==> src/rtl/streaming_row_compressor.sv <==
// Streams the non-zero words of an accepted row, one per beat, with column index and last flag.
// First beat one cycle after acceptance; beats hold under out_ready low; in_ready passes through on the final beat.
module streaming_row_compressor #(
   parameter int WORD_WIDTH = 8,
   parameter int ROW_SIZE   = 4,
   parameter int IDX_WIDTH  = 2,
   parameter int CNT_WIDTH  = 3
) (
   input  logic                           clk,
   input  logic                           reset_n,
   input  logic                           in_valid,
   output logic                           in_ready,
   input  logic [WORD_WIDTH*ROW_SIZE-1:0] data_in,
   output logic                           out_valid,
   input  logic                           out_ready,
   output logic [WORD_WIDTH-1:0]          data_out,
   output logic [IDX_WIDTH-1:0]           idx_out,
   output logic                           last_out,
   output logic                           empty_row,
   output logic [CNT_WIDTH-1:0]           nz_count
);

   typedef enum logic [1:0] {IDLE, EMIT, ZERO} state_t;

   state_t                         state;
   logic [WORD_WIDTH*ROW_SIZE-1:0] row;
   logic [ROW_SIZE-1:0]            mask;

   logic                           fire;
   logic                           accept;
   logic [ROW_SIZE-1:0]            in_mask;
   logic [CNT_WIDTH-1:0]           in_cnt;
   logic [ROW_SIZE-1:0]            held_mask;
   logic [ROW_SIZE-1:0]            src_mask;
   logic [WORD_WIDTH*ROW_SIZE-1:0] src_row;
   logic [IDX_WIDTH-1:0]           nxt_idx;
   logic [WORD_WIDTH-1:0]          nxt_data;
   logic                           nxt_last;

   assign out_valid = (state != IDLE);

   always_comb begin
      fire     = out_valid && out_ready;
      in_ready = reset_n && ((state == IDLE) || (fire && last_out));
      accept   = in_valid && in_ready;
      in_mask  = '0;
      in_cnt   = '0;
      for (int i = 0; i < ROW_SIZE; i++) begin
         in_mask[i] = |data_in[i*WORD_WIDTH +: WORD_WIDTH];
         in_cnt     = in_cnt + CNT_WIDTH'(in_mask[i]);
      end
      held_mask = mask & ~(ROW_SIZE'(1) << idx_out);
      // The next beat is computed from either the freshly accepted row or the
      // held row minus the beat just handed off, so outputs can be registered.
      src_mask  = accept ? in_mask : held_mask;
      src_row   = accept ? data_in : row;
      nxt_idx   = '0;
      nxt_data  = '0;
      for (int i = ROW_SIZE - 1; i >= 0; i--) begin
         if (src_mask[i]) begin
            nxt_idx  = IDX_WIDTH'(i);
            nxt_data = src_row[i*WORD_WIDTH +: WORD_WIDTH];
         end
      end
      nxt_last = ((src_mask & (src_mask - ROW_SIZE'(1))) == '0);
   end

   always_ff @(posedge clk or negedge reset_n) begin
      if (!reset_n) begin
         state     <= IDLE;
         row       <= '0;
         mask      <= '0;
         nz_count  <= '0;
         data_out  <= '0;
         idx_out   <= '0;
         last_out  <= 1'b0;
         empty_row <= 1'b0;
      end else if (accept) begin
         state     <= (|in_mask) ? EMIT : ZERO;
         row       <= data_in;
         mask      <= in_mask;
         nz_count  <= in_cnt;
         data_out  <= nxt_data;
         idx_out   <= nxt_idx;
         last_out  <= nxt_last;
         empty_row <= ~|in_mask;
      end else if (fire) begin
         if (last_out) begin
            state     <= IDLE;
            mask      <= '0;
            data_out  <= '0;
            idx_out   <= '0;
            last_out  <= 1'b0;
            empty_row <= 1'b0;
         end else begin
            mask     <= held_mask;
            data_out <= nxt_data;
            idx_out  <= nxt_idx;
            last_out <= nxt_last;
         end
      end
   end

endmodule

==> config.mk <==
export PLATFORM = sky130hd
export DESIGN_NAME = streaming_row_compressor
export DESIGN_NICKNAME = d
export VERILOG_FILES = /design/src/rtl/streaming_row_compressor.sv
export SDC_FILE = /design/constraint.sdc
export NUM_CORES = 1
export LEC_CHECK = 0
export CAP_MARGIN = 10
export CORE_MARGIN = 3
export CORE_UTILIZATION = 37
export CTS_BUF_LIST = sky130_fd_sc_hd__clkbuf_8
export CTS_CLUSTER_SIZE = 20
export DETAILED_ROUTE_END_ITERATION = 8
export PLACE_DENSITY = 0.7
export SLEW_MARGIN = 20
export SYNTH_ARGS = -nofsm -noshare
export SYNTH_HDL_FRONTEND = slang
export SYNTH_SLANG_ARGS = --single-unit
==> constraint.sdc <==
create_clock -name clk -period 2.81 [get_ports clk]
set_input_delay 0.562 -clock clk [delete_from_list [all_inputs] [get_ports clk]]
set_output_delay 0.562 -clock clk [all_outputs]
set_load 0.02 [all_outputs]
# ---- After elaboration in Yosys (flattened, before gate mapping)
# Cells that the tools add are included.
# W data, S select, Z words.
dict set report word_totals {
  ram_bits 0
  in_bits 36
  out_inout_bits 17
  romBits 0
  mem_count 0
  latch_bits 0
  elab_cells 62
  reg_bits 53
}
dict set report classes {
  n_bitwise 3
  multipliers 0
  n_div 0
  n_shift 1
  muxes 29
  eq_ne 0
  reduce_logical 17
  n_addsub 4
  order_cmp 0
}
# operator count
set ops {}
lappend ops {{$mux W8} 7}
lappend ops {{$mux W32} 1}
lappend ops {{$reduce_or A32 Y1} 1}
lappend ops {{$reduce_or A8 Y1} 4}
lappend ops {{$mux W2} 11}
lappend ops {{$mux W4} 4}
lappend ops {{$and A4 B4 Y4} 2}
lappend ops {{$mux W1} 6}
lappend ops {{$reduce_bool A2 Y1} 3}
lappend ops {{$logic_and A1 B1 Y1} 4}
lappend ops {{$logic_not A4 Y1} 1}
lappend ops {{$not A4 Y4} 1}
lappend ops {{$shl A1 B2 Y4 const A} 1}
lappend ops {{$sub A4 B1 Y4 const B} 1}
lappend ops {{$add A2 B1 Y3} 1}
lappend ops {{$add A3 B1 Y3} 1}
lappend ops {{$add A1 B1 Y2} 1}
lappend ops {{$logic_not A2 Y1} 1}
lappend ops {{$reduce_and A2 Y1} 1}
lappend ops {{$logic_not A1 Y1} 1}
lappend ops {{$logic_or A1 B1 Y1} 1}

# ---- Depth between registers and ports, before layout
dict set report logic_depth {
  word_depth 14
  ltp_mapped 8
  mapped_depth_nobuf 8
}

# ---- Worst setup path before layout
# No wires, ideal clock.
dict set report synth_timing {
  path_kind {input-to-reg}
  from {in data_in[5]}
  to {reg nz_count[1]}
  arrival_ps 2227
  required_ps 2693
  slack_ps 466
  setup_time_ps 117
  n_path_buf 0
  cell_stages 8
  cell_sequence {or4_1 nor2_1 fa_1 inv_1 ha_1 ha_1 nand2_1 nand2_1}
}
dict set report synth_via {
  elab_chain_cells 4
}
# item line
set synth_rtl {}
lappend synth_rtl {{start, declared} 13} ;# input logic [WORD_WIDTH*ROW_SIZE-1:0] data_in,
lappend synth_rtl {{$reduce_or A8 Y1} 49} ;# in_mask[i] = |data_in[i*WORD_WIDTH +: WORD_WIDTH];
lappend synth_rtl {{$add A1 B1 Y2} 50} ;# in_cnt = in_cnt + CNT_WIDTH'(in_mask[i]);
lappend synth_rtl {{$add A2 B1 Y3} 50}
lappend synth_rtl {{$add A3 B1 Y3} 50}
lappend synth_rtl {{via in_cnt[1]} 32} ;# logic [CNT_WIDTH-1:0] in_cnt;
lappend synth_rtl {{end signal, assigned} 82} ;# nz_count <= in_cnt;
lappend synth_rtl {{end, declared} 20} ;# output logic [CNT_WIDTH-1:0] nz_count
# The timed path passes the listed nets, and every way through them passes these cells.
# A chain may end at the register's enable or synchronous reset.

# ---- Final worst setup path
dict set report layout_timing {
  from {in out_ready}
  to {out in_ready}
}
dict set report layout_via {
  elab_chain_cells 4
}
# item line
set layout_rtl {}
lappend layout_rtl {{start, declared} 15} ;# input logic out_ready,
lappend layout_rtl {{$logic_and A1 B1 Y1} 43} ;# fire = out_valid && out_ready;
lappend layout_rtl {{$logic_and A1 B1 Y1} 44} ;# in_ready = reset_n && ((state == IDLE) || (fire && last_out));
lappend layout_rtl {{$logic_or A1 B1 Y1} 44}
lappend layout_rtl {{$logic_and A1 B1 Y1} 44}
lappend layout_rtl {{end, declared} 12} ;# output logic in_ready,
# Every way passes these cells.

==> out/results.ini <==
[outcome]
status=finished, final reports clean

[critical_path]
path_cells=clkdlybuf4s50_1 -> o2bb2ai_4 -> and2_1 -> clkdlybuf4s50_1
critPathBufInv=2
worstPathRequired_ns=2.25
crit_fanout=6
cp_data_arrival_time_ns=2.16
cp_common_cell=clkdlybuf4s50_1
max_stage_delay_ns=0.61
rr_startpoint=last_out$_DFFE_PN0P_
criticalPathCategory=input port to output port
crit_path_top_delay_cell=clkdlybuf4s50_1
start_kind=input port
path_delay_family=buffers and inverters
crit_start=out_ready
end_kind=output port

[power]
pwr-share-seq_pct=37.6
p_int_mw=2.139
combPwrFrac_pct=49.1
irDropWorstVdd_mv=0.3016
p_per_area_nw_per_um2=958.7
p_leak_nw=1.546
power_switching_mw=1.289
switching_share_pct=37.60
p_total_mw=3.428
clockPowerShare_pct=13.2

[place]
gp_congestion=0.8704
placed_area_um2=3482
dp_hpwl_um=5251
io_buffers=52

[floorplan]
die_w_um=90.45
io_pins=53
dieArea_um2=8181
initial_core_util_pct=38.42
die_h_um=90.45
row_count=30
design.core.area_um2=6869

[clock_network]
cts.reportedPaths.clkPinSlew_ns=0.10
post-cts-setup-buffer-count=0
htree_levels=2
cts_buffer_depth=2
tritoncts=built
cts-buffers-inserted=5
clock_sinks=52
clk_latency_ns=0.32
cts-resized-gates=0
cts_hold_buffers=0
cts-root-buf=clkbuf_8

[yosys]
synth-edff-count=0
syn_inst=240
yosysMostFrequentCell=dfrtp_1
ys_ff_latch=52
netlist_area_um2=2639
synth_cell_types=45
synth_fp_nets=280
yosys.area.top_type=dfrtp_1
synth_area_leaders=dfrtp_1 49%, mux2_2 7.3%, nand2_1 6.5%
ys_warn_count=0
synthFlopType=dfrtp_1
postSynthAreaPerCell_um2=10.99
yosysTopAreaCellShare_pct=49.31
synthArstFlopShare_pct=100.0
ys_top_cells_by_count=52 x dfrtp_1, 46 x nand2_1, 17 x mux2_2
yosysSeqAreaShare_pct=49.31

[routing]
vias=2168
firstDrtPassIters=4
via_per_inst=5.199
ant_nets=0
drc=0
drtIter0Drc=101
avgRoutedWirePerCell_um=16.36
drt-total-wl_um=6822

[sta]
clock_skew_ns=0.009951
max_freq_mhz=367.3
maxSlewHeadroom_pct=61.35
setup_viol=0
post-route-min-period_ns=2.723
min_period_over_period_pct=96.89
hold_viol=0
worstMarginPinSlew_ns=0.5763
drv_slew=0
rsz0062_at_grt=false

[global_routing]
grt_pass1_wl_um=11250
gr-total-overflow=0
antenna_found_initial=0
grt.total_usage_pct=17.43
grt_pass1_vias=2213
grt_max_degree=32

[finish]
nFillCells=643
layout.nets=360
area_delta_synth_final_pct=35.51
drive_above_1_share_pct=22.12
n_antenna_cell=0
finish.instance_area_um2=3576

[flow_run]
max-cap-violations=0

[worst_hold_path]
hp-class=input port to async pin

[worst paths after layout]
path	endpoint	slack [ns]	depth (start not counted)
max in group asynchronous	mask[0]$_DFFE_PN0P_	2.24	2
setup / recovery	in_ready	0.09	4
hold / removal	row[1]$_DFF_PN0_	0.26	2
min in group clk	nz_count[2]$_DFFE_PN0N_	0.49	2
hold reg to reg	nz_count[2]$_DFFE_PN0N_	0.49	2
setup reg to reg	data_out[0]$_DFFE_PN0P_	0.68	6
[power by group through the flow]
stage | Clock (mW) | Sequential, mW | Combinational [mW]
6_report | 0.453 | 1.29 | 1.68
5_1_grt | 0.489 | 1.33 | 1.83
4_1_cts | 0.459 | 1.29 | 1.69
3_5_place_dp | 0 | 1.31 | 1.69
3_3_place_gp | 0 | 1.29 | 1.66
2_1_floorplan | 0 | 1.33 | 0.993
[metrics by stage]
step / cells / util (%) / hold WS (ns) / setup slack (ns) / TNS [ns]
2_1_floorplan: 240 / - / 0.2664 / 0.4656 / 0
3_3_place_gp: 409 / 50.69 / 0.4589 / -0.01999 / -0.01999
3_5_place_dp: 409 / 50.69 / 0.4684 / -0.04804 / -0.06001
4_1_cts: 417 / 52.06 / 0.2783 / 0.08172 / 0
5_1_grt: 417 / 52.06 / 0.2992 / 0.04793 / 0
6_report: 417 / 52.06 / 0.2639 / 0.08739 / 0
[layout by cell type (no fill, tap or decap), types with 2 or more instances in the layout]
master / count
nor2b_1: 8
dfrtp_1: 52
o21bai_1: 2
nand2_1: 46
nor2_2: 2
a22oi_1: 2
and2_1: 3
mux2_1: 6
buf_4: 31
clkdlybuf4s50_1: 51
clkbuf_8: 6
a21oi_1: 2
nand2b_1: 9
nor2_1: 6
nor4_1: 2
a311o_1: 7
a22o_1: 2
a211oi_1: 4
a32o_1: 8
mux2_2: 17
ha_1: 3
or4_1: 5
inv_1: 7
a221o_1: 8
o21ai_0: 8
[logic make-up (layout without fill, tap and decap cells)]
| family | Yosys count | in the layout | share of synthesized area, % |
|---|---|---|---|
| AND/OR/NAND/NOR | 90 | 90 | 16.98 |
| AO/OA/AOI/OAI | 53 | 53 | 18.63 |
| flip-flops | 52 | 52 | 49.31 |
| multiplexers | 23 | 23 | 9.815 |
| buffers and inverters | 17 | 98 | 2.655 |
| adder cells (fa/ha/maj) | 5 | 5 | 2.608 |
[area by class of cell]
type	count	area (um2)	area share, %
flip-flops and latches	52	1301	36.39
multi-input cells	171	1270	35.51
repair buffers	84	768.2	21.48
well taps	96	120.1	3.359
clock buffers	6	82.58	2.309
inverters	6	22.52	0.6298
clock inverters	2	11.26	0.3149
[metal layers]
metal,share of wire (%),GRT usage [%],vias to the layer above
met5,0,0,-
li1,-,-,1040
met4,1.0,4.337,0
met3,5.7,3.833,6
met1,45,23.26,1060
met2,49,28.87,62
[sequential cells by signal (all words and copies together), names as in the netlist]
register   count
data_out       8
empty_row      1
idx_out        2
last_out       1
mask           4
nz_count       3
row           32
state          1
(Power assumes the default switching activity.)
